==> src/rtl/sdr_dsp_pkg.sv <==
// Shared DSP constants and helpers for the receive-side sample-rate path.
package sdr_dsp_pkg;

   localparam int unsigned DATA_W_DEF     = 16;
   localparam int unsigned DECIM_LOG2_MIN = 1;
   localparam int unsigned DECIM_LOG2_MAX = 6;

   // Per-rail accumulator command, decided once in the top and shared by both rails.
   typedef enum logic [2:0] {
      WIN_HOLD  = 3'd0,
      WIN_ADD   = 3'd1,
      WIN_DUMP  = 3'd2,
      WIN_CLEAR = 3'd3,
      WIN_LOAD  = 3'd4
   } win_op_e;

   // Headroom of DECIM_LOG2 bits makes a full window sum overflow-free.
   function automatic int unsigned acc_width(input int unsigned data_w,
                                             input int unsigned decim_log2);
      return data_w + decim_log2;
   endfunction

   function automatic bit decim_log2_legal(input int unsigned decim_log2);
      return (decim_log2 >= DECIM_LOG2_MIN) && (decim_log2 <= DECIM_LOG2_MAX);
   endfunction

endpackage

==> src/rtl/iq_boxcar_acc.sv <==
// One rail of the integrate-and-dump decimator: accumulator plus dump shift.
// Rounding on dump is enabled by defining IQ_DECIM_ROUND_EN.
module iq_boxcar_acc
   import sdr_dsp_pkg::*;
#(
   parameter int unsigned DATA_W     = DATA_W_DEF,
   parameter int unsigned DECIM_LOG2 = 1
) (
   input  logic                     clk,
   input  logic                     rst_n,
   input  win_op_e                  op_i,
   input  logic signed [DATA_W-1:0] x_i,
   output logic signed [DATA_W-1:0] y_o
);

   localparam int unsigned ACC_W = acc_width(DATA_W, DECIM_LOG2);

   logic signed [ACC_W-1:0]  acc_q, acc_d;
   logic signed [DATA_W-1:0] y_q, y_d;
   logic signed [ACC_W-1:0]  x_ext;
   logic signed [ACC_W-1:0]  sum;
   logic signed [ACC_W-1:0]  pre;

`ifdef IQ_DECIM_ROUND_EN
   // Half an LSB of the output; the headroom bits absorb it without overflow.
   localparam int unsigned HALF = 1 << (DECIM_LOG2 - 1);
   localparam logic signed [ACC_W-1:0] RND = ACC_W'(HALF);
`endif

   always_comb begin
      x_ext = {{DECIM_LOG2{x_i[DATA_W-1]}}, x_i};
      sum   = acc_q + x_ext;
`ifdef IQ_DECIM_ROUND_EN
      pre   = sum + RND;
`else
      pre   = sum;
`endif
      acc_d = acc_q;
      y_d   = y_q;
      case (op_i)
         WIN_ADD:   acc_d = sum;
         WIN_DUMP: begin
            acc_d = '0;
            y_d   = DATA_W'(pre >>> DECIM_LOG2);
         end
         WIN_CLEAR: acc_d = '0;
         WIN_LOAD:  acc_d = x_ext;
         default:   ;
      endcase
   end

   always_ff @(posedge clk or negedge rst_n) begin
      if (!rst_n) begin
         acc_q <= '0;
         y_q   <= '0;
      end else begin
         acc_q <= acc_d;
         y_q   <= y_d;
      end
   end

   assign y_o = y_q;

endmodule

==> src/rtl/iq_decimator.sv <==
// I/Q boxcar decimator by R = 2^DECIM_LOG2 with sticky I/Q valid-misalignment flag.
// Define IQ_DECIM_ROUND_EN for round-half-up on dump instead of floor.
module iq_decimator
   import sdr_dsp_pkg::*;
#(
   parameter int unsigned DATA_W     = DATA_W_DEF,
   parameter int unsigned DECIM_LOG2 = 1
) (
   input  logic                     clk_32M768,
   input  logic                     rst_n,
   input  logic signed [DATA_W-1:0] I_tdata,
   input  logic                     I_tvalid,
   input  logic signed [DATA_W-1:0] Q_tdata,
   input  logic                     Q_tvalid,
   input  logic                     phase_sync,
   output logic signed [DATA_W-1:0] I_decim_tdata,
   output logic signed [DATA_W-1:0] Q_decim_tdata,
   output logic                     decim_tvalid,
   output logic                     iq_misalign
);

   if (!decim_log2_legal(DECIM_LOG2)) begin : g_bad_decim_log2
      $error("iq_decimator: DECIM_LOG2 out of legal range");
   end

   localparam logic [DECIM_LOG2-1:0] CNT_LAST = '1;

   logic [DECIM_LOG2-1:0] cnt_q, cnt_d;
   logic                  vld_q, vld_d;
   logic                  mis_q, mis_d;
   logic                  acc_c;
   win_op_e               win_op;

   assign acc_c = I_tvalid & Q_tvalid;

   // Window control: phase_sync outranks a dump and restarts with the current sample.
   always_comb begin
      cnt_d  = cnt_q;
      vld_d  = 1'b0;
      win_op = WIN_HOLD;
      mis_d  = (phase_sync ? 1'b0 : mis_q) | (I_tvalid ^ Q_tvalid);
      if (phase_sync) begin
         if (acc_c) begin
            win_op = WIN_LOAD;
            cnt_d  = DECIM_LOG2'(1);
         end else begin
            win_op = WIN_CLEAR;
            cnt_d  = '0;
         end
      end else if (acc_c) begin
         if (cnt_q == CNT_LAST) begin
            win_op = WIN_DUMP;
            cnt_d  = '0;
            vld_d  = 1'b1;
         end else begin
            win_op = WIN_ADD;
            cnt_d  = cnt_q + DECIM_LOG2'(1);
         end
      end
   end

   always_ff @(posedge clk_32M768 or negedge rst_n) begin
      if (!rst_n) begin
         cnt_q <= '0;
         vld_q <= 1'b0;
         mis_q <= 1'b0;
      end else begin
         cnt_q <= cnt_d;
         vld_q <= vld_d;
         mis_q <= mis_d;
      end
   end

   iq_boxcar_acc #(.DATA_W(DATA_W), .DECIM_LOG2(DECIM_LOG2)) u_acc_i (
      .clk   (clk_32M768),
      .rst_n (rst_n),
      .op_i  (win_op),
      .x_i   (I_tdata),
      .y_o   (I_decim_tdata)
   );

   iq_boxcar_acc #(.DATA_W(DATA_W), .DECIM_LOG2(DECIM_LOG2)) u_acc_q (
      .clk   (clk_32M768),
      .rst_n (rst_n),
      .op_i  (win_op),
      .x_i   (Q_tdata),
      .y_o   (Q_decim_tdata)
   );

   assign decim_tvalid = vld_q;
   assign iq_misalign  = mis_q;

endmodule
==> config.mk <==
export PLATFORM = sky130hd
export DESIGN_NAME = iq_decimator
export DESIGN_NICKNAME = d
export VERILOG_FILES = /design/src/rtl/sdr_dsp_pkg.sv /design/src/rtl/iq_boxcar_acc.sv /design/src/rtl/iq_decimator.sv
export SDC_FILE = /design/constraint.sdc
export NUM_CORES = 1
export LEC_CHECK = 0
export BUFFER_PORTS_ARGS = -buffer_cell sky130_fd_sc_hd__buf_2
export CORE_UTILIZATION = 55
export CTS_CLUSTER_DIAMETER = 30
export DETAILED_ROUTE_END_ITERATION = 6
export GPL_TIMING_DRIVEN = 0
export HOLD_SLACK_MARGIN = 0.03
export PLACE_DENSITY = 0.79
export SYNTH_ARGS = -nofsm -noshare
export SYNTH_HDL_FRONTEND = slang
export SYNTH_HIERARCHICAL = 1
export SYNTH_SLANG_ARGS = --single-unit
==> constraint.sdc <==
create_clock -name clk_32M768 -period 2.6 [get_ports clk_32M768]
set_clock_uncertainty 0.05 [all_clocks]
set_input_delay 0.13 -clock clk_32M768 [delete_from_list [all_inputs] [get_ports clk_32M768]]
set_output_delay 0.13 -clock clk_32M768 [all_outputs]
set_load 0.02 [all_outputs]
==> run summary <==
## Die
• 71 — number of placed I/O pins
• 96.6 µm — Die H
• 96.6 µm — Die Wd
• 8680 µm² — area of the core
• 56.7% — initial core utilization
• 9330 µm² — die area
• 34 — standard-cell rows

## STA
• 0.912 ns — transition at the pin with the smallest max-transition slack
• 0 — count of final max-slew check failures
• 0.0404 ns — worst hold slack
• 39.2% — worst-case headroom to the max-slew limit
• 0.390 GHz — peak clock frequency supported by timing
• 0 — # setup viols final
• 0 — final hold violation count
• 2.56 ns — fin crit period
• 98.5% — Final Cycle Share

## Outcome
• finished with violations — outcome
• DRC — failing checks

## Place
• 0.943 — placer congestion estimate
• 746 — Inst Count DP
• 70 — number of buffers inserted by port buffering
• 9660 µm — placed wire-length estimate
• 5410 µm² — instance area after placement

## Power
• 934 nW/µm² — power per cell area
• 0.000462 V — Max rail drop VDD
• 0.00269 µW — Pleak
• 5410 µW — total power

## Setup path
• register — launching element type of the critical path
• register — endpoint class of the critical path
• dfrtp_1 — master of the slowest instance on the critical path
• 0 — crit path buf inv count
• 0.04 ns — R2R Setup Slk
• 2.78 ns — Crit path required time
• reg2reg — category of the most critical setup path
• compound AO/OA/AOI/OAI gates — Top Family by Delay on Critical Path
• 4 — biggest fanout along the worst timing path
• ha_1 -> fa_2 -> a21oi_2 -> o211ai_2 -> a221oi_2 -> mux2i_1 -> nand2_1 -> xnor2_2 -> o22ai_1 — critical path, cell by cell
• 0.39 ns — highest cell delay on the worst timing path
• 2.74 ns — crit path DAT

## Layout
• 770 — post-route insts no fill
• 5800 µm² — total non-filler cell area in the finished layout
• 21.3% — fraction of layout instances using a drive strength above 1
• 66.8% — utilization after layout
• 0 — ANT cells
• 17.8% — area added between synthesis and finish
• 75 x nand2_1, 71 x buf_2, 69 x dfrtp_1, 59 x a21oi_1, 56 x o21ai_0 — commonest cells after routing, fill and taps aside
• 730 — Net count, final
• 722 — fillers
• 1730 µm² — combined flip-flop and latch cell area
• 3060 µm² — area used by multi-input combinational logic
• nand2_1 — leading cell type in the layout, fill and taps excluded

## Synth
• 641 — number of nets produced by synthesis
• 52 — Distinct cells, synth
• 100% — fraction of registers with async set/reset
• 35.1% — part of the Yosys area used for sequential elements
• 6 — Yosys warning total
• 4920 µm² — Post-Synthesis Cell Area
• 8.67 µm² — synthesized area per cell
• 0 — number of synthesized flops with an enable pin
• 69 — synthesized flop and latch total
• dfrtp_1 — flip-flop cell with the highest count after synthesis
• 568 — post-synthesis instance total

## Clock network
• 0.36 ns — clock latency on the worst-skew pair
• 9 — total clock buffers created by CTS
• 2 — maximum root-to-sink buffer count
• 69 — sinks on the clock net
• 0.07 ns — clock-pin slew reported for the worst setup and hold paths after clock tree synthesis
• built — CTS tree
• clkbuf_8 — clock root buffer
• 3 — H-tree level count

## Drt
• 18.0 µm — average routed wire per standard cell
• 7 — First-pass DRT Iterations
• 1 — remaining design rule violation count
• 13800 µm — DRT Wirelength
• 0 — number of routed nets with antenna violations
• 4812 — number of vias in the routed layout
• 390 — detailed router's first-iteration violation count
• 6.25 — Vias/cell

## GRT
• 29.9% — total global routing track utilization
• 0 — initial antenna violation count
• 4619 — number of global-route vias before repair
• 70 — largest net degree at the start of global routing
• 22500 µm — first-pass GRT wire length
• 0 — total gr overflow

## Job
• 0 — max cap viols

## Hold path
• in2reg — type of the worst min-delay path

==> cell usage after synthesis (4+ instances only) <==
master / instances / area [µm²]
inv_1: 15 / 56.3
a21oi_2: 4 / 35.0
mux2i_1: 8 / 80.1
clkbuf_1: 14 / 52.6
buf_6: 6 / 67.6
mux2_2: 8 / 90.1
o21ai_0: 57 / 285
a21oi_1: 60 / 300
nand2_1: 75 / 282
nor2b_1: 6 / 37.5
a31oi_1: 12 / 75.1
nor3b_1: 12 / 90.1
o21ai_1: 7 / 35.0
nand3_1: 8 / 40.0
and3_1: 4 / 25.0
o21bai_1: 6 / 45.0
ha_1: 34 / 425
o22ai_1: 4 / 25.0
nor2_1: 32 / 120
nand2b_1: 5 / 31.3
nor3_1: 6 / 30.0
nand4_1: 4 / 25.0
clkinv_1: 4 / 15.0
a21o_1: 11 / 82.6
xnor2_1: 19 / 166
o211ai_1: 8 / 60.1
a22oi_1: 12 / 90.1
xor2_1: 10 / 87.6
a211oi_1: 6 / 45.0
dfrtp_1: 69 / 1730
==> power breakdown <==
part / total (µW) / internal [µW] / switching [µW]
Sequential: 1680 / 1440 / 239
Clock: 1080 / 634 / 447
Combinational: 2650 / 1070 / 1580
Total: 5410 / 3140 / 2270
==> metrics by stage <==
step                      setup slack [ns]  TNS, ns
after CTS                         -0.00998  -0.0175
after detailed placement           -0.0857   -0.736
after global routing               -0.0359  -0.0502
final                               0.0377        0
after floorplan                      0.250        0
after global placement             -0.0151  -0.0350
==> tightest hold or removal path: cells and delay by family <==
kind	cells	cell delay, ns
buffers and inverters	2	0.18
AOI/OAI and AO/OA	1	0.10
==> routing by layer <==
layer	up-vias	share of wire [%]	global-route usage (%)
li1	2241	-	-
met5	-	0	0
met4	0	1.9	11.3
met1	2287	43	43.1
met3	29	9.2	4.77
met2	255	46	45.3
==> sequential cells by signal (all words and copies together) (netlist names) <==
name           count
u_acc_i/acc_q     17
u_acc_q/acc_q     17
u_acc_i/y_o       16
u_acc_q/y_o       16
cnt_q              1
decim_tvalid       1
iq_misalign        1
==> logic make-up (layout without fill, tap and decap cells) <==
family / Yosys count / count (layout) / share of synthesized area, %
muxes: 16 / 16 / 3.46
AOI/OAI and AO/OA: 211 / 211 / 26.7
DFF: 69 / 69 / 35.1
adders and majority gates: 36 / 36 / 9.45
xor gates and xnor gates: 29 / 29 / 5.16
and+or+nand+nor: 164 / 164 / 15.7
buffers and inverters: 43 / 137 / 4.40
==> repair_timing <==
action | 4_1_cts | 5_1_grt
gates cloned | 0 | 0
hold buffers | 3 | 0
pin swaps | 4 | 6
setup endpoints to repair | 10 | 29
endpoints found under the hold margin | 71 | 0
gates resized for setup | 2 | 17
setup buffers | 4 | 1
==> final cells by class <==
cell class | instances | area share, %
multi-input cells | 456 | 52.7
flip-flops and latches | 69 | 29.8
repair buffers | 78 | 7.25
plain buffers | 24 | 2.55
well taps | 108 | 2.33
clock buffers | 9 | 2.14
clock inverters | 7 | 1.96
inverters | 19 | 1.29
==> path summary, 6_finish.rpt <==
path / to / start / cells past startpoint
setup / recovery: u_acc_i/acc_q[16]$_DFFE_PN0P_ / u_acc_i/acc_q[0]$_DFFE_PN0P_ / 9
hold / removal: iq_misalign$_DFF_PN0_ / phase_sync / 3
hold reg to reg: u_acc_q/y_o[3]$_DFFE_PN0P_ / u_acc_q/y_o[3]$_DFFE_PN0P_ / 2
min in group asynchronous: u_acc_q/y_o[3]$_DFFE_PN0P_ / rst_n / 2
max in group asynchronous: u_acc_i/y_o[14]$_DFFE_PN0P_ / rst_n / 2
setup reg to reg: u_acc_i/acc_q[16]$_DFFE_PN0P_ / u_acc_i/acc_q[0]$_DFFE_PN0P_ / 9
(Power assumes the default switching activity.)
